==> src/rtl/sample_source_pkg.sv <==
// Shared definitions for the ADC / test-pattern sample source.
// Mode encodings follow the FX3 configuration bits.
package sample_source_pkg;

    typedef enum logic [1:0] {
        MODE_ADC      = 2'b00,
        MODE_ADC_SEQ  = 2'b01,
        MODE_TEST     = 2'b10,
        MODE_TEST_SEQ = 2'b11
    } mode_e;

    localparam int ADC_WIDTH_DEF = 10;
    localparam int OUT_WIDTH_DEF = 16;
    localparam int SEQ_BITS      = OUT_WIDTH_DEF - ADC_WIDTH_DEF;

    function automatic int seq_bits(input int out_w, input int adc_w);
        return out_w - adc_w;
    endfunction

endpackage

==> src/rtl/sync2.sv <==
// Two-flop synchroniser for asynchronous FX3 configuration bits.
// Both stages clear to zero on reset.
module sync2 #(
    parameter int WIDTH = 2
) (
    input  logic             clock,
    input  logic             nReset,
    input  logic [WIDTH-1:0] d,
    output logic [WIDTH-1:0] q
);

    logic [WIDTH-1:0] meta;

    always_ff @(posedge clock or negedge nReset) begin
        if (!nReset) begin
            meta <= '0;
            q    <= '0;
        end else begin
            meta <= d;
            q    <= meta;
        end
    end

endmodule

==> src/rtl/sample_source.sv <==
// ADC / test-pattern sample source feeding the capture FIFO.
// Two-stage pipeline with optional sequence-number tagging.
module sample_source
    import sample_source_pkg::*;
#(
    parameter int ADC_WIDTH = 10,
    parameter int OUT_WIDTH = 16,
    parameter int TEST_MAX  = 1020,
    parameter int SEQ_DIV   = 65536
) (
    input  logic                           clock,
    input  logic                           nReset,
    input  logic [ADC_WIDTH-1:0]           adc_databus,
    input  logic                           enable,
    input  logic [1:0]                     modeIn,
    output logic [OUT_WIDTH-1:0]           dataOut,
    output logic                           dataValid,
    output logic [OUT_WIDTH-ADC_WIDTH-1:0] seqNumber
);

    localparam int SW    = seq_bits(OUT_WIDTH, ADC_WIDTH);
    localparam int DIV_W = $clog2(SEQ_DIV);

    localparam logic [ADC_WIDTH-1:0] T_MAX = ADC_WIDTH'(TEST_MAX);
    localparam logic [DIV_W-1:0]     D_MAX = DIV_W'(SEQ_DIV - 1);

    logic [1:0]           mode_sync;
    mode_e                cur_mode;
    logic                 mode_change;
    logic                 is_test;
    logic                 is_seq;

    logic [ADC_WIDTH-1:0] test_cnt;
    logic [DIV_W-1:0]     div_cnt;
    logic [SW-1:0]        seq_cnt;

    logic                 s1_valid;
    logic [ADC_WIDTH-1:0] s1_sample;
    logic [SW-1:0]        s1_seq;

    sync2 #(
        .WIDTH (2)
    ) u_mode_sync (
        .clock  (clock),
        .nReset (nReset),
        .d      (modeIn),
        .q      (mode_sync)
    );

    assign mode_change = (mode_sync != cur_mode);
    assign is_test     = (cur_mode == MODE_TEST) ||
                         (cur_mode == MODE_TEST_SEQ);
    assign is_seq      = (cur_mode == MODE_ADC_SEQ) ||
                         (cur_mode == MODE_TEST_SEQ);
    assign seqNumber   = seq_cnt;

    always_ff @(posedge clock or negedge nReset) begin
        if (!nReset) begin
            cur_mode <= MODE_ADC;
        end else if (mode_change) begin
            cur_mode <= mode_e'(mode_sync);
        end
    end

    // A mode change restarts all counters, overriding any increment.
    always_ff @(posedge clock or negedge nReset) begin
        if (!nReset) begin
            test_cnt <= '0;
            div_cnt  <= '0;
            seq_cnt  <= '0;
        end else if (mode_change) begin
            test_cnt <= '0;
            div_cnt  <= '0;
            seq_cnt  <= '0;
        end else if (enable) begin
            if (test_cnt == T_MAX) test_cnt <= '0;
            else                   test_cnt <= test_cnt + 1'b1;
            if (div_cnt == D_MAX) begin
                div_cnt <= '0;
                seq_cnt <= seq_cnt + 1'b1;
            end else begin
                div_cnt <= div_cnt + 1'b1;
            end
        end
    end

    // Stage 1 captures the tag with the sample, so in-flight words
    // keep their old-mode format across a mode change.
    always_ff @(posedge clock or negedge nReset) begin
        if (!nReset) begin
            s1_valid  <= 1'b0;
            s1_sample <= '0;
            s1_seq    <= '0;
        end else begin
            s1_valid <= enable;
            if (enable) begin
                s1_sample <= is_test ? test_cnt : adc_databus;
                s1_seq    <= is_seq ? seq_cnt : '0;
            end
        end
    end

    always_ff @(posedge clock or negedge nReset) begin
        if (!nReset) begin
            dataValid <= 1'b0;
            dataOut   <= '0;
        end else begin
            dataValid <= s1_valid;
            if (s1_valid) dataOut <= {s1_seq, s1_sample};
        end
    end

endmodule
==> config.mk <==
export PLATFORM = sky130hd
export DESIGN_NAME = sample_source
export DESIGN_NICKNAME = d
export VERILOG_FILES = /design/src/rtl/sample_source_pkg.sv /design/src/rtl/sync2.sv /design/src/rtl/sample_source.sv
export SDC_FILE = /design/constraint.sdc
export NUM_CORES = 1
export LEC_CHECK = 0
export CAP_MARGIN = 20
export CORE_UTILIZATION = 60
export DETAILED_ROUTE_END_ITERATION = 7
export PLACE_DENSITY = 0.81
export SETUP_SLACK_MARGIN = 0.2
export SLEW_MARGIN = 20
export SYNTH_ARGS = -nofsm -noshare
export SYNTH_HDL_FRONTEND = slang
export SYNTH_SLANG_ARGS = --single-unit
==> constraint.sdc <==
create_clock -name clock -period 3.7 [get_ports clock]
set_input_delay 0.74 -clock clock [delete_from_list [all_inputs] [get_ports clock]]
set_output_delay 0.74 -clock clock [all_outputs]
set_load 0.02 [all_outputs]
Word level (Yosys, flattened, before mapping):

Cells that the tools add are included.
Widths: inputs -> output; s select.

* register bits: 72
* latch bits: 0
* RAM bits: 0
* memory bits (read-only): 0
* output and inout port bits: 23
* logic and storage cells: 36
* memories kept: 0

* add/sub/neg operators: 3
* $mul: 0
* divide/modulo/power cells: 0
* magnitude comparators: 0
* equal/unequal tests: 6
* shift operators: 0
* mux-type cells: 11
* bitwise logic cells: 0
* reductions and logical operators: 5

Operators by type and width (number)
* $mux 16: 3
* $mux 10: 4
* $mux 6: 4
* $add 16x1->16 const B: 1
* $eq 16x16->1 const B: 1
* $add 10x1->10 const B: 1
* $eq 10x10->1 const B: 1
* $add 6x1->6 const B: 1
* $eq 2x2->1 const B: 2
* $reduce_bool 2->1: 2
* $eq 2x1->1 const B: 1
* $logic_or 1x1->1: 2
* $ne 2x2->1: 1
* $reduce_and 2->1: 1

Logic depth before layout (Yosys ltp):

Gate-level depths: netlist of the first run.

* depth in word-level cells: 4
* mapped depth: 7
* mapped depth without buffers: 6

Cells and area by module:

From an unflattened synthesis of the first run, not the netlist that was laid out.

* cells, all modules: 305
* area, all modules: 3304.4 um2

Modules (own cells, without submodules)
* sample_source: instances 1, cells each 301, area an instance 3204.3 um2, sequential area each 1701.6 um2
* sync2: instances 1, cells each 4, area an instance 100.1 um2, sequential area each 100.1 um2

Worst setup path after synthesis of the first run:

OpenSTA, ideal clock, no wires.

* path type: input -> register
* start point: in enable
* end point: reg s1_sample[0]
* setup time: 137 ps
* arrival time: 1853 ps
* setup slack: 1710 ps
* stages on the path: 5
* buffers on the path: 4
* cells stage by stage: clkbuf_1 clkbuf_1 clkbuf_1 buf_1 a21oi_1

RTL lines
* from (decl): line sample_source.sv:14 `input logic enable,`
* to (signal assigned): line sample_source.sv:97 `s1_sample <= is_test ? test_cnt : adc_databus;`
* to (decl): line sample_source.sv:38 `logic [ADC_WIDTH-1:0] s1_sample;`

No word-level cell between the ends.

Final worst setup path of the first run:

* start point: in enable
* end point: reg seq_cnt[5], in the netlist seqNumber[5]

* longest elaborated chain between the ends: 2

RTL lines
* $reduce_bool 2->1 (no line)
* $reduce_and 2->1 (no line)
* to (signal assigned): line sample_source.sv:80 `seq_cnt <= seq_cnt + 1'b1;`
* to (decl): line sample_source.sv:35 `logic [SW-1:0] seq_cnt;`

No other way between the ends.
A chain may end at the register's enable or synchronous reset.

==> metrics.txt, run 1 <==
# TYPE chip_impl_metric gauge
chip_impl_metric{name="core",unit="mm^2"} 0.00520
chip_impl_metric{name="fin_nets",unit=""} 363
chip_impl_metric{name="power",unit="mW"} 1.78
chip_impl_metric{name="ratio_of_final_minimum_period_to_clock_period",unit="%"} 66.8
chip_impl_metric{name="n_fill_cell",unit=""} 350
chip_impl_info{name="timing.setup.critical_path_class",value="in -> reg"} 1
chip_impl_metric{name="setup_tns",unit="ns"} 0
chip_impl_metric{name="postSynthAreaPerCell",unit="um^2"} 10.7
chip_impl_metric{name="initial_utilization",unit="%"} 63.6
chip_impl_metric{name="maxClockFrequency",unit="MHz"} 405
chip_impl_metric{name="final_cell_count_no_fill",unit=""} 419
chip_impl_metric{name="detail_route.first_pass.iterations",unit=""} 4
chip_impl_metric{name="synth-async-reset-ratio",unit="%"} 100
chip_impl_metric{name="avgViaCountPerCell",unit=""} 6.05
chip_impl_info{name="cp-end-kind",value="flop"} 1
chip_impl_info{name="synth_area_leader_cell",value="sky130_fd_sc_hd__dfrtp_1"} 1
chip_impl_metric{name="multi_input_area",unit="mm^2"} 0.00139
chip_impl_metric{name="sequential_to_total_area_share_from_yosys_stat",unit="%"} 54.4
chip_impl_metric{name="cts_buffers",unit=""} 9
chip_impl_metric{name="path_max_fanout",unit=""} 16
chip_impl_metric{name="finish.utilization",unit="%"} 76.7
chip_impl_metric{name="post-dp-hpwl",unit="um"} 4410
chip_impl_info{name="element_type_at_the_critical_path_start",value="input pin"} 1
chip_impl_metric{name="worst_pin_slew",unit="ns"} 0.797
chip_impl_metric{name="dp_cells",unit=""} 403
chip_impl_metric{name="place_congestion",unit=""} 0.757
chip_impl_metric{name="detail_route.drc_violations",unit=""} 0
chip_impl_metric{name="post-synth-top-area-fraction",unit="%"} 54.4
chip_impl_metric{name="summed_area_of_non_filler_cells_in_the_final_layout",unit="mm^2"} 0.00399
chip_impl_metric{name="ctsResizeCount",unit=""} 0
chip_impl_metric{name="num_antenna_cells",unit=""} 0
chip_impl_metric{name="die_area",unit="mm^2"} 0.00582
chip_impl_info{name="clock_tree_from_tritoncts",value="built"} 1
chip_impl_metric{name="die_width",unit="um"} 76.3
chip_impl_metric{name="place_ws",unit="ns"} 0.926
chip_impl_metric{name="cts_buffer_depth",unit=""} 2
chip_impl_info{name="cpMostUsedCell",value="sky130_fd_sc_hd__or3_1"} 1
chip_impl_metric{name="htree_levels",unit=""} 3
chip_impl_metric{name="numClockSinks",unit=""} 72
chip_impl_metric{name="worst-r2r-setup-slack",unit="ns"} 1.49
chip_impl_metric{name="register_area",unit="mm^2"} 0.00180
chip_impl_metric{name="grt_overflow",unit=""} 0
chip_impl_metric{name="number_of_port_buffers",unit=""} 37
chip_impl_metric{name="first_global_vias",unit=""} 2461
chip_impl_metric{name="cts.reportedPaths.clkPinSlew",unit="ns"} 0.07
chip_impl_info{name="cts-root-buf",value="sky130_fd_sc_hd__clkbuf_8"} 1
chip_impl_info{name="crit_slowest_cell",value="sky130_fd_sc_hd__clkdlybuf4s50_1"} 1
chip_impl_metric{name="placement.cell_area",unit="mm^2"} 0.00374
chip_impl_metric{name="final.hold.worst_slack",unit="ns"} 0.355
chip_impl_metric{name="ports",unit=""} 38
chip_impl_metric{name="syn-instance-count",unit=""} 309
chip_impl_info{name="ys_top_cells_by_area",value="sky130_fd_sc_hd__dfrtp_1, sky130_fd_sc_hd__a21oi_1, sky130_fd_sc_hd__mux2_2, sky130_fd_sc_hd__mux2i_1, sky130_fd_sc_hd__o31ai_1"} 1
chip_impl_metric{name="final-max-slew-violation-count",unit=""} 0
chip_impl_metric{name="via_count",unit=""} 2536
chip_impl_metric{name="area_growth_syn_to_layout",unit="%"} 20.5
chip_impl_metric{name="core.rowCount",unit=""} 26
chip_impl_metric{name="vdd.ir_drop.worst",unit="uV"} 435
chip_impl_metric{name="drv.max_cap_violation_count",unit=""} 0
chip_impl_metric{name="yosys_warnings",unit=""} 0
chip_impl_metric{name="cellLeakagePower",unit="nW"} 1.62
chip_impl_metric{name="antenna_found_initial",unit=""} 0
chip_impl_info{name="rsz_0062_raised_after_global_routing",value="false"} 1
chip_impl_metric{name="cts-hold-fix-buffers",unit=""} 0
chip_impl_metric{name="timing.critical_path.slowest_cell_delay",unit="ns"} 0.83
chip_impl_metric{name="synth_seq_cells",unit=""} 72
chip_impl_metric{name="skew",unit="ns"} 0.00907
chip_impl_metric{name="worst-endpoint-arrival",unit="ns"} 2.74
chip_impl_info{name="status",value="finished, final reports clean"} 1
chip_impl_metric{name="detailedRoute.firstIterationViolations",unit=""} 165
chip_impl_metric{name="relSlewSlack",unit="%"} 46.9
chip_impl_metric{name="dieHeight",unit="um"} 76.3
chip_impl_metric{name="ys_types",unit=""} 38
chip_impl_metric{name="synthesized_net_count",unit=""} 328
chip_impl_metric{name="cts_post_setup_buffers_inserted",unit=""} 0
chip_impl_metric{name="synth.cell_area",unit="mm^2"} 0.00331
chip_impl_metric{name="clk_latency",unit="ns"} 0.35
chip_impl_metric{name="global_route_wire_length_before_repair",unit="um"} 11500
chip_impl_metric{name="final_layout_size_suffix_gt1_share",unit="%"} 13.8
chip_impl_metric{name="finalWorstSetupSlack",unit="ns"} 1.23
chip_impl_metric{name="grtUsageTotal",unit="%"} 25.5
chip_impl_metric{name="detail_route.wl_per_cell",unit="um"} 15.8
chip_impl_metric{name="synth_enable_flop_cells",unit=""} 0
chip_impl_metric{name="drtAntennaViolNets",unit=""} 0
chip_impl_metric{name="finalCriticalPeriod",unit="ns"} 2.47
chip_impl_metric{name="routed_wirelength",unit="um"} 6630
chip_impl_metric{name="timing_hold_violations_final",unit=""} 0
chip_impl_metric{name="report.final.setup_viol",unit=""} 0
chip_impl_info{name="ys_dominant_reg_cell",value="sky130_fd_sc_hd__dfrtp_1"} 1
chip_impl_info{name="hold_class",value="reg -> reg"} 1
chip_impl_info{name="path_cells",value="clkdlybuf4s50_1 -> buf_4 -> nand3_1 -> or3_1 -> or3_1 -> a21oi_1"} 1
chip_impl_metric{name="worstPathRequired",unit="ns"} 3.97
chip_impl_metric{name="power.density",unit="mW/mm^2"} 445
chip_impl_metric{name="grt_start_max_net_pins",unit=""} 38
-- critical path, delay by kind of cell --
| family | cells | cell delay (ns) |
|---|---|---|
| buffers and inverters | 2 | 1.10 |
| AND/OR/NAND/NOR | 3 | 0.74 |
| AO/OA/AOI/OAI | 1 | 0.14 |
-- registers in the layout, indices dropped and copies added, names as in the netlist --
name / cells
s1_sample: 10
s1_valid: 1
seqNumber: 6
dataOut: 16
test_cnt: 10
u_mode_sync.q: 2
dataValid: 1
u_mode_sync.meta: 2
s1_seq: 6
cur_mode: 2
div_cnt: 16
-- routing by layer --
layer | global-route usage, % | vias to the layer above | wire, um | share of wire [%]
met5 | 0 | - | 0 | 0
li1 | - | 1199 | - | -
met1 | 34.2 | 1267 | 3010 | 45
met2 | 40.8 | 62 | 3280 | 50
met3 | 4.91 | 8 | 246 | 3.7
met4 | 10.8 | 0 | 95 | 1.4
-- cells in the mapped netlist, types with 7 or more instances --
| cell | instances |
|---|---|
| sky130_fd_sc_hd__nor2_1 | 20 |
| sky130_fd_sc_hd__or4_1 | 10 |
| sky130_fd_sc_hd__nand3_1 | 16 |
| sky130_fd_sc_hd__xor2_1 | 7 |
| sky130_fd_sc_hd__mux2_2 | 16 |
| sky130_fd_sc_hd__clkbuf_1 | 13 |
| sky130_fd_sc_hd__or3_1 | 8 |
| sky130_fd_sc_hd__nand2_1 | 12 |
| sky130_fd_sc_hd__mux2i_1 | 10 |
| sky130_fd_sc_hd__o31ai_1 | 13 |
| sky130_fd_sc_hd__o21ai_0 | 17 |
| sky130_fd_sc_hd__inv_1 | 11 |
| sky130_fd_sc_hd__a21oi_1 | 36 |
| sky130_fd_sc_hd__dfrtp_1 | 72 |
-- worst paths after layout --
path	startpoint	end	depth (start not counted)
worst max-delay path	enable	seqNumber[5]$_DFFE_PN0P_	6
worst min-delay path	u_mode_sync.meta[0]$_DFF_PN0_	u_mode_sync.q[0]$_DFF_PN0_	0
worst max register to register	cur_mode[1]$_DFFE_PN0N_	test_cnt[5]$_DFFE_PN0P_	4
worst min register to register	u_mode_sync.meta[0]$_DFF_PN0_	u_mode_sync.q[0]$_DFF_PN0_	0
max in group asynchronous	nReset	div_cnt[7]$_DFFE_PN0P_	2
min in group asynchronous	nReset	dataOut[13]$_DFFE_PN0P_	1
-- cells in the final DEF (no fill, tap or decap), drive strengths merged, types with 4 or more instances in the layout --
| master | n |
|---|---|
| a21oi | 36 |
| and3 | 4 |
| and4 | 4 |
| buf | 6 |
| clkbuf | 11 |
| clkdlybuf4s50 | 36 |
| dfrtp | 72 |
| ha | 4 |
| inv | 11 |
| mux2 | 16 |
| mux2i | 10 |
| nand2 | 12 |
| nand3 | 17 |
| nand4 | 6 |
| nor2 | 20 |
| o21ai | 17 |
| o311ai | 4 |
| o31ai | 13 |
| or3 | 10 |
| or4 | 11 |
| xor2 | 9 |
-- cell type report --
| type | instances | area share [%] |
|---|---|---|
| Clock buffer | 11 | 3.79 |
| Inverter | 11 | 1.03 |
| Sequential cell | 72 | 45.1 |
| Tap cell | 70 | 2.19 |
| Timing Repair Buffer | 42 | 10.4 |
| Clock inverter | 5 | 2.57 |
| Multi-Input combinational cell | 208 | 34.9 |
-- cells by family (layout without fill, tap and decap cells) --
kind of cell / after synthesis / in the layout / share of synthesized area, %
AND/OR/NAND/NOR: 95 / 95 / 16.2
AO/OA/AOI/OAI: 74 / 74 / 13.0
multiplexers: 26 / 26 / 8.46
XOR/XNOR: 9 / 9 / 2.83
adder cells (fa/ha/maj): 4 / 4 / 1.51
buffers and inverters: 29 / 69 / 3.59
flip-flops: 72 / 72 / 54.4
-- power breakdown --
group          total (mW)  leakage, nW  internal (mW)  switching [mW]
sequential          0.845        0.944          0.819          0.0258
combinational       0.163        0.547         0.0766          0.0865
clock               0.768        0.126          0.483           0.285
No activity file was read; power rests on OpenSTA's default activity.
==> run 2: changes to the inputs <==
--- a/config.mk
+++ b/config.mk
@@ -6,9 +6,9 @@
 export NUM_CORES = 1
 export LEC_CHECK = 0
 export CAP_MARGIN = 20
-export CORE_UTILIZATION = 60
+export CORE_UTILIZATION = 50
 export DETAILED_ROUTE_END_ITERATION = 7
-export PLACE_DENSITY = 0.81
+export PLACE_DENSITY = 0.71
 export SETUP_SLACK_MARGIN = 0.2
 export SLEW_MARGIN = 20
 export SYNTH_ARGS = -nofsm -noshare
==> constraint.sdc (replaced) <==
create_clock -name clock -period 2.25 [get_ports clock]
set_input_delay 0.45 -clock clock [delete_from_list [all_inputs] [get_ports clock]]
set_output_delay 0.45 -clock clock [all_outputs]
set_load 0.02 [all_outputs]
==> run 2 against run 1 <==
Count of clock-buffer cells in the layout did not move. Sequential share of layout area fell by 0.31 points. Flip-flop and latch count did not move. Die area rose by 19%. Power rose by 59%. Critical path depth fell by 1. Via count fell by 1.4%. Critical path type unchanged. Critical endpoint is now div_cnt[12]$_DFFE_PN0P_. Largest power group unchanged.
==> metrics.txt, run 2 (synthesized netlist as in run 1, its figures left out) <==
# TYPE chip_impl_metric gauge
chip_impl_metric{name="num_antenna_cells",unit=""} 0
chip_impl_metric{name="critical_path.n_buffers_inverters",unit=""} 2
chip_impl_info{name="crit_slowest_cell",value="sky130_fd_sc_hd__nor3_2"} 1
chip_impl_info{name="timing.setup.critical_path_class",value="in -> reg"} 1
chip_impl_metric{name="cts_buffer_depth",unit=""} 2
chip_impl_metric{name="core",unit="mm^2"} 0.00639
chip_impl_info{name="critical-path-top-delay-family",value="buffers and inverters"} 1
chip_impl_metric{name="setup_tns",unit="ns"} 0
chip_impl_metric{name="vdd.ir_drop.worst",unit="uV"} 440
chip_impl_metric{name="global_route_wire_length_before_repair",unit="um"} 11100
chip_impl_metric{name="final_layout_size_suffix_gt1_share",unit="%"} 15.3
chip_impl_info{name="rsz_0062_raised_after_global_routing",value="false"} 1
chip_impl_metric{name="die_area",unit="mm^2"} 0.00695
chip_impl_metric{name="final-max-slew-violation-count",unit=""} 0
chip_impl_metric{name="placement.cell_area",unit="mm^2"} 0.00378
chip_impl_info{name="path_cells",value="clkdlybuf4s50_1 -> nor3_2 -> buf_4 -> o31ai_1 -> a21oi_1"} 1
chip_impl_info{name="element_type_at_the_critical_path_start",value="input pin"} 1
chip_impl_metric{name="detail_route.drc_violations",unit=""} 0
chip_impl_info{name="largest_registers",value="dataOut x16, div_cnt x16"} 1
chip_impl_metric{name="path_depth",unit=""} 5
chip_impl_metric{name="numClockSinks",unit=""} 72
chip_impl_metric{name="place_congestion",unit=""} 0.813
chip_impl_metric{name="sw_frac_of_total",unit="%"} 23.6
chip_impl_metric{name="detailedRoute.firstIterationViolations",unit=""} 174
chip_impl_metric{name="detail_route.wl_per_cell",unit="um"} 14.8
chip_impl_metric{name="seq_power_share",unit="%"} 48.9
chip_impl_metric{name="die_width",unit="um"} 83.4
chip_impl_metric{name="htree_levels",unit=""} 3
chip_impl_metric{name="core.rowCount",unit=""} 29
chip_impl_metric{name="skew",unit="ns"} 0.00477
chip_impl_metric{name="detail_route.first_pass.iterations",unit=""} 4
chip_impl_info{name="clock_tree_from_tritoncts",value="built"} 1
chip_impl_metric{name="grt_overflow",unit=""} 0
chip_impl_metric{name="grt_start_max_net_pins",unit=""} 30
chip_impl_info{name="cts-root-buf",value="sky130_fd_sc_hd__clkbuf_8"} 1
chip_impl_metric{name="summed_area_of_non_filler_cells_in_the_final_layout",unit="mm^2"} 0.00402
chip_impl_metric{name="clk_latency",unit="ns"} 0.34
chip_impl_metric{name="cellLeakagePower",unit="nW"} 1.63
chip_impl_metric{name="report.final.setup_viol",unit=""} 0
chip_impl_metric{name="drtAntennaViolNets",unit=""} 0
chip_impl_metric{name="worstPathRequired",unit="ns"} 2.52
chip_impl_metric{name="ff2ff_path_depth",unit=""} 5
chip_impl_metric{name="cts_buffers",unit=""} 9
chip_impl_metric{name="timing_hold_violations_final",unit=""} 0
chip_impl_info{name="final_common_cell",value="sky130_fd_sc_hd__dfrtp_1"} 1
chip_impl_metric{name="timing.critical_path.slowest_cell_delay",unit="ns"} 0.72
chip_impl_metric{name="relSlewSlack",unit="%"} 48.6
chip_impl_metric{name="first_global_vias",unit=""} 2347
chip_impl_metric{name="path_max_fanout",unit=""} 15
chip_impl_metric{name="cts_post_setup_buffers_inserted",unit=""} 0
chip_impl_info{name="layout_common_cells",value="sky130_fd_sc_hd__dfrtp_1, sky130_fd_sc_hd__a21oi_1, sky130_fd_sc_hd__clkdlybuf4s50_1"} 1
chip_impl_metric{name="intPower",unit="mW"} 2.16
chip_impl_metric{name="cts.reportedPaths.clkPinSlew",unit="ns"} 0.08
chip_impl_metric{name="dieHeight",unit="um"} 83.4
chip_impl_metric{name="finalCriticalPeriod",unit="ns"} 1.94
chip_impl_metric{name="grtUsageTotal",unit="%"} 20.1
chip_impl_metric{name="post-dp-hpwl",unit="um"} 4360
chip_impl_metric{name="area_growth_syn_to_layout",unit="%"} 21.3
chip_impl_metric{name="routed_wirelength",unit="um"} 6390
chip_impl_metric{name="ports",unit=""} 38
chip_impl_metric{name="comb_power_share",unit="%"} 9.8
chip_impl_metric{name="power.density",unit="mW/mm^2"} 704
chip_impl_metric{name="via_count",unit=""} 2501
chip_impl_info{name="hold_class",value="in -> async"} 1
chip_impl_metric{name="ratio_of_final_minimum_period_to_clock_period",unit="%"} 86.4
chip_impl_metric{name="number_of_port_buffers",unit=""} 37
chip_impl_metric{name="drv.max_cap_violation_count",unit=""} 0
chip_impl_metric{name="antenna_found_initial",unit=""} 0
chip_impl_metric{name="finalWorstSetupSlack",unit="ns"} 0.307
chip_impl_info{name="status",value="finished, final reports clean"} 1
chip_impl_metric{name="worst-endpoint-arrival",unit="ns"} 2.21
chip_impl_metric{name="maxClockFrequency",unit="MHz"} 515
chip_impl_metric{name="p_sw",unit="uW"} 668
chip_impl_metric{name="avgViaCountPerCell",unit=""} 5.80
chip_impl_metric{name="clock_power_share",unit="%"} 41.3
chip_impl_metric{name="worst_pin_slew",unit="ns"} 0.766
chip_impl_info{name="cp-end-kind",value="flop"} 1
chip_impl_metric{name="initial_utilization",unit="%"} 51.9
chip_impl_metric{name="power",unit="mW"} 2.83
chip_impl_metric{name="finish.utilization",unit="%"} 62.9
chip_impl_metric{name="fin_nets",unit=""} 368
chip_impl_metric{name="place_ws",unit="ns"} -0.0177
run 2: cell count changes in the layout (fill, tap and decap cells not counted):
cell	previous run	this run
sky130_fd_sc_hd__bufinv_16	3	2
sky130_fd_sc_hd__buf_4	4	9
sky130_fd_sc_hd__nand3_1	16	15
sky130_fd_sc_hd__clkinv_2	1	2
sky130_fd_sc_hd__clkinvlp_4	1	0
sky130_fd_sc_hd__nand3_2	1	2
sky130_fd_sc_hd__clkinv_4	0	1
run 2: cell type report:
class	instances	area [um^2]
Fill cell	510	2370
Clock buffer	11	151
Sequential cell	72	1800
Multi-Input combinational cell	208	1400
Timing Repair Buffer	47	453
Clock inverter	5	78.8
Tap cell	77	96.3
Inverter	11	41.3
run 2: final timing paths:
kind	end	from	slack [ns]
setup / recovery	div_cnt[12]$_DFFE_PN0P_	enable	0.31
hold / removal	dataOut[14]$_DFFE_PN0P_	nReset	0.08
setup reg to reg	seqNumber[3]$_DFFE_PN0P_	div_cnt[0]$_DFFE_PN0P_	0.36
hold reg to reg	u_mode_sync.q[0]$_DFF_PN0_	u_mode_sync.meta[0]$_DFF_PN0_	0.35
max in group asynchronous	u_mode_sync.q[1]$_DFF_PN0_	nReset	1.48
min in group clock	u_mode_sync.q[0]$_DFF_PN0_	u_mode_sync.meta[0]$_DFF_PN0_	0.35
run 2: per-layer routing:
metal  global-route usage (%)  part of all wire (%)
met1                     28.0                    48
met2                     30.0                    45
met3                     3.48                   4.3
met4                     11.1                   2.3
met5                        0                     0
run 2: repair_timing:
item,in CTS,in global routing
gates resized for setup,0,1
hold buffers,0,0
hold endpoints to repair,0,0
endpoints found under the setup margin,0,2
run 2: power by group through the flow:
stage,logic (mW),registers [mW],clock network (mW)
after floorplan,0.118,1.43,0
after global placement,0.276,1.41,0
after detailed placement,0.279,1.41,0
after CTS,0.281,1.39,1.19
after global routing,0.302,1.39,1.24
final,0.276,1.38,1.17
run 2: per-stage QoR:
stage | hold WS (ns) | std cells
finish | 0.0845 | 431
detailed placement | 0.336 | 415
global placement | 0.333 | 415
floorplan | 0.154 | 309
CTS | 0.0957 | 431
global route | 0.118 | 431
==> run 3: changes to the inputs <==
--- a/config.mk
+++ b/config.mk
@@ -8,6 +8,7 @@
 export CAP_MARGIN = 20
 export CORE_UTILIZATION = 50
 export DETAILED_ROUTE_END_ITERATION = 7
+export HOLD_SLACK_MARGIN = 0.15
 export PLACE_DENSITY = 0.71
 export SETUP_SLACK_MARGIN = 0.2
 export SLEW_MARGIN = 20
==> run 3 against run 2 <==
Largest power group unchanged. Cell count grew 0.23%. Clock skew barely moved. Combinational power is essentially flat.
==> metrics.txt, run 3 (synthesized netlist as in run 1, its figures left out) <==
# TYPE chip_impl_metric gauge
chip_impl_metric{name="clk_latency",unit="ns"} 0.34
chip_impl_metric{name="finalWorstSetupSlack",unit="ns"} 0.271
chip_impl_metric{name="comb_power_share",unit="%"} 9.8
chip_impl_info{name="status",value="finished, final reports clean"} 1
chip_impl_metric{name="grtUsageTotal",unit="%"} 20.1
chip_impl_metric{name="timing_hold_violations_final",unit=""} 0
chip_impl_metric{name="vdd.ir_drop.worst",unit="uV"} 441
chip_impl_metric{name="drtAntennaViolNets",unit=""} 0
chip_impl_metric{name="die_width",unit="um"} 83.4
chip_impl_metric{name="drv.max_cap_violation_count",unit=""} 0
chip_impl_metric{name="path_max_fanout",unit=""} 15
chip_impl_metric{name="routed_wirelength",unit="um"} 6400
chip_impl_metric{name="core",unit="mm^2"} 0.00639
chip_impl_info{name="cp-end-kind",value="flop"} 1
chip_impl_metric{name="cts_buffers",unit=""} 9
chip_impl_info{name="crit_slowest_cell",value="sky130_fd_sc_hd__nor3_2"} 1
chip_impl_metric{name="place_ws",unit="ns"} -0.0177
chip_impl_metric{name="final_cell_count_no_fill",unit=""} 432
chip_impl_info{name="path_cells",value="clkdlybuf4s50_1 -> nor3_2 -> buf_4 -> o31ai_1 -> a21oi_1"} 1
chip_impl_metric{name="cts_post_setup_buffers_inserted",unit=""} 0
chip_impl_metric{name="detail_route.first_pass.iterations",unit=""} 4
chip_impl_metric{name="cellLeakagePower",unit="nW"} 1.64
chip_impl_metric{name="path_depth",unit=""} 5
chip_impl_metric{name="number_of_port_buffers",unit=""} 37
chip_impl_metric{name="numClockSinks",unit=""} 72
chip_impl_metric{name="worst_hold_path.num_cells",unit=""} 0
chip_impl_metric{name="intPower",unit="mW"} 2.16
chip_impl_metric{name="via_count",unit=""} 2486
chip_impl_metric{name="grt_start_max_net_pins",unit=""} 30
chip_impl_info{name="cts-root-buf",value="sky130_fd_sc_hd__clkbuf_8"} 1
chip_impl_metric{name="dieHeight",unit="um"} 83.4
chip_impl_metric{name="maxClockFrequency",unit="MHz"} 505
chip_impl_info{name="rsz_0062_raised_after_global_routing",value="false"} 1
chip_impl_metric{name="htree_levels",unit=""} 3
chip_impl_metric{name="worst-endpoint-arrival",unit="ns"} 2.25
chip_impl_metric{name="core.rowCount",unit=""} 29
chip_impl_metric{name="cts.reportedPaths.clkPinSlew",unit="ns"} 0.07
chip_impl_metric{name="detail_route.wl_per_cell",unit="um"} 14.8
chip_impl_metric{name="skew",unit="ns"} 0.00502
chip_impl_metric{name="final-max-slew-violation-count",unit=""} 0
chip_impl_metric{name="relSlewSlack",unit="%"} 46.2
chip_impl_metric{name="dp_cells",unit=""} 415
chip_impl_metric{name="ratio_of_final_minimum_period_to_clock_period",unit="%"} 88.0
chip_impl_metric{name="fin_nets",unit=""} 369
chip_impl_metric{name="detailedRoute.firstIterationViolations",unit=""} 169
chip_impl_metric{name="post-dp-hpwl",unit="um"} 4360
chip_impl_metric{name="ports",unit=""} 38
chip_impl_info{name="hold_class",value="reg -> reg"} 1
chip_impl_metric{name="grt_overflow",unit=""} 0
chip_impl_metric{name="ff2ff_path_depth",unit=""} 5
chip_impl_metric{name="avgViaCountPerCell",unit=""} 5.75
chip_impl_metric{name="seq_power_share",unit="%"} 48.9
chip_impl_info{name="largest_registers",value="dataOut x16, div_cnt x16"} 1
chip_impl_metric{name="power.density",unit="mW/mm^2"} 702
chip_impl_info{name="timing.setup.critical_path_class",value="in -> reg"} 1
chip_impl_metric{name="clock_power_share",unit="%"} 41.3
chip_impl_metric{name="worstPathRequired",unit="ns"} 2.52
chip_impl_info{name="final_common_cell",value="sky130_fd_sc_hd__dfrtp_1"} 1
chip_impl_metric{name="setup_tns",unit="ns"} 0
chip_impl_info{name="layout_common_cells",value="sky130_fd_sc_hd__dfrtp_1, sky130_fd_sc_hd__a21oi_1, sky130_fd_sc_hd__clkdlybuf4s50_1"} 1
chip_impl_metric{name="finish.utilization",unit="%"} 63.1
chip_impl_metric{name="first_global_vias",unit=""} 2347
chip_impl_metric{name="report.final.setup_viol",unit=""} 0
chip_impl_metric{name="finalCriticalPeriod",unit="ns"} 1.98
chip_impl_metric{name="place_congestion",unit=""} 0.813
chip_impl_metric{name="sw_frac_of_total",unit="%"} 23.6
chip_impl_metric{name="worst_pin_slew",unit="ns"} 0.803
chip_impl_metric{name="n_fill_cell",unit=""} 509
chip_impl_metric{name="die_area",unit="mm^2"} 0.00695
chip_impl_metric{name="area_growth_syn_to_layout",unit="%"} 21.6
chip_impl_metric{name="initial_utilization",unit="%"} 51.9
chip_impl_metric{name="timing.critical_path.slowest_cell_delay",unit="ns"} 0.75
chip_impl_metric{name="num_antenna_cells",unit=""} 0
chip_impl_metric{name="final_layout_size_suffix_gt1_share",unit="%"} 15.2
chip_impl_metric{name="p_sw",unit="uW"} 667
chip_impl_metric{name="antenna_found_initial",unit=""} 0
chip_impl_info{name="critical-path-top-delay-family",value="buffers and inverters"} 1
chip_impl_info{name="element_type_at_the_critical_path_start",value="input pin"} 1
chip_impl_metric{name="critical_path.n_buffers_inverters",unit=""} 2
chip_impl_info{name="clock_tree_from_tritoncts",value="built"} 1
chip_impl_metric{name="global_route_wire_length_before_repair",unit="um"} 11100
chip_impl_metric{name="cts_buffer_depth",unit=""} 2
chip_impl_metric{name="detail_route.drc_violations",unit=""} 0
-- run 3: cell types whose count changed in the layout (fill, tap and decap cells not counted), sizes merged --
cell         change
dlygate4sd3      +1
-- run 3: cell type report --
class                      count  area, um^2  area share, %
sequential                    72        1800           44.7
clock buffer                  11         151           3.76
tap                           77        96.3           2.39
clock inverter                 5        78.8           1.96
multi-input combinational    208        1400           34.7
timing repair buffer          48         463           11.5
inverter                      11        41.3           1.02
-- run 3: worst reg2reg max path, delay by kind of cell, from the launching register on --
family,cells,cell delay [ns]
AOI/OAI and AO/OA,2,0.21
xor gates and xnor gates,1,0.24
buffers and inverters,1,0.24
DFF,1,0.48
and+or+nand+nor,1,0.65
-- run 3: path summary, 6_finish.rpt --
path,from,endpoint,slack [ns]
worst min register to register,u_mode_sync.meta[0]$_DFF_PN0_,u_mode_sync.q[0]$_DFF_PN0_,0.35
min in group asynchronous,nReset,dataOut[14]$_DFFE_PN0P_,0.62
worst max-delay path,enable,div_cnt[12]$_DFFE_PN0P_,0.27
max in group asynchronous,nReset,u_mode_sync.q[1]$_DFF_PN0_,0.94
worst min-delay path,u_mode_sync.meta[0]$_DFF_PN0_,u_mode_sync.q[0]$_DFF_PN0_,0.35
worst max register to register,cur_mode[0]$_DFFE_PN0N_,div_cnt[12]$_DFFE_PN0P_,0.36
-- run 3: what timing repair did --
| item | in CTS | in global routing |
|---|---|---|
| gates resized for setup | 0 | 1 |
| hold buffers | 1 | 0 |
| setup endpoints to repair | 0 | 2 |
| hold endpoints to repair | 21 | 0 |
-- run 3: per-stage QoR --
stage / hold slack [ns] / area [um^2] / power [mW]
3_5_place_dp: 0.336 / 3780 / 1.69
4_1_cts: 0.352 / 4020 / 2.86
2_1_floorplan: 0.154 / 3310 / 1.55
6_report: 0.351 / 4030 / 2.83
5_1_grt: 0.375 / 4030 / 2.94
3_3_place_gp: 0.333 / 3780 / 1.68
-- run 3: power groups by stage --
stage / logic (mW) / registers [mW] / clock network, mW
after floorplan: 0.118 / 1.43 / 0
after global placement: 0.276 / 1.41 / 0
after detailed placement: 0.279 / 1.41 / 0
after CTS: 0.282 / 1.39 / 1.19
after global routing: 0.303 / 1.39 / 1.24
final: 0.277 / 1.38 / 1.17
-- run 3: metal layers --
layer / up-vias / global-route usage (%) / share of wire (%)
met4: 0 / 11.1 / 2.0
li1: 1203 / - / -
met3: 9 / 3.48 / 3.9
met1: 1216 / 28.0 / 48
met2: 58 / 30.0 / 46
met5: - / 0 / 0
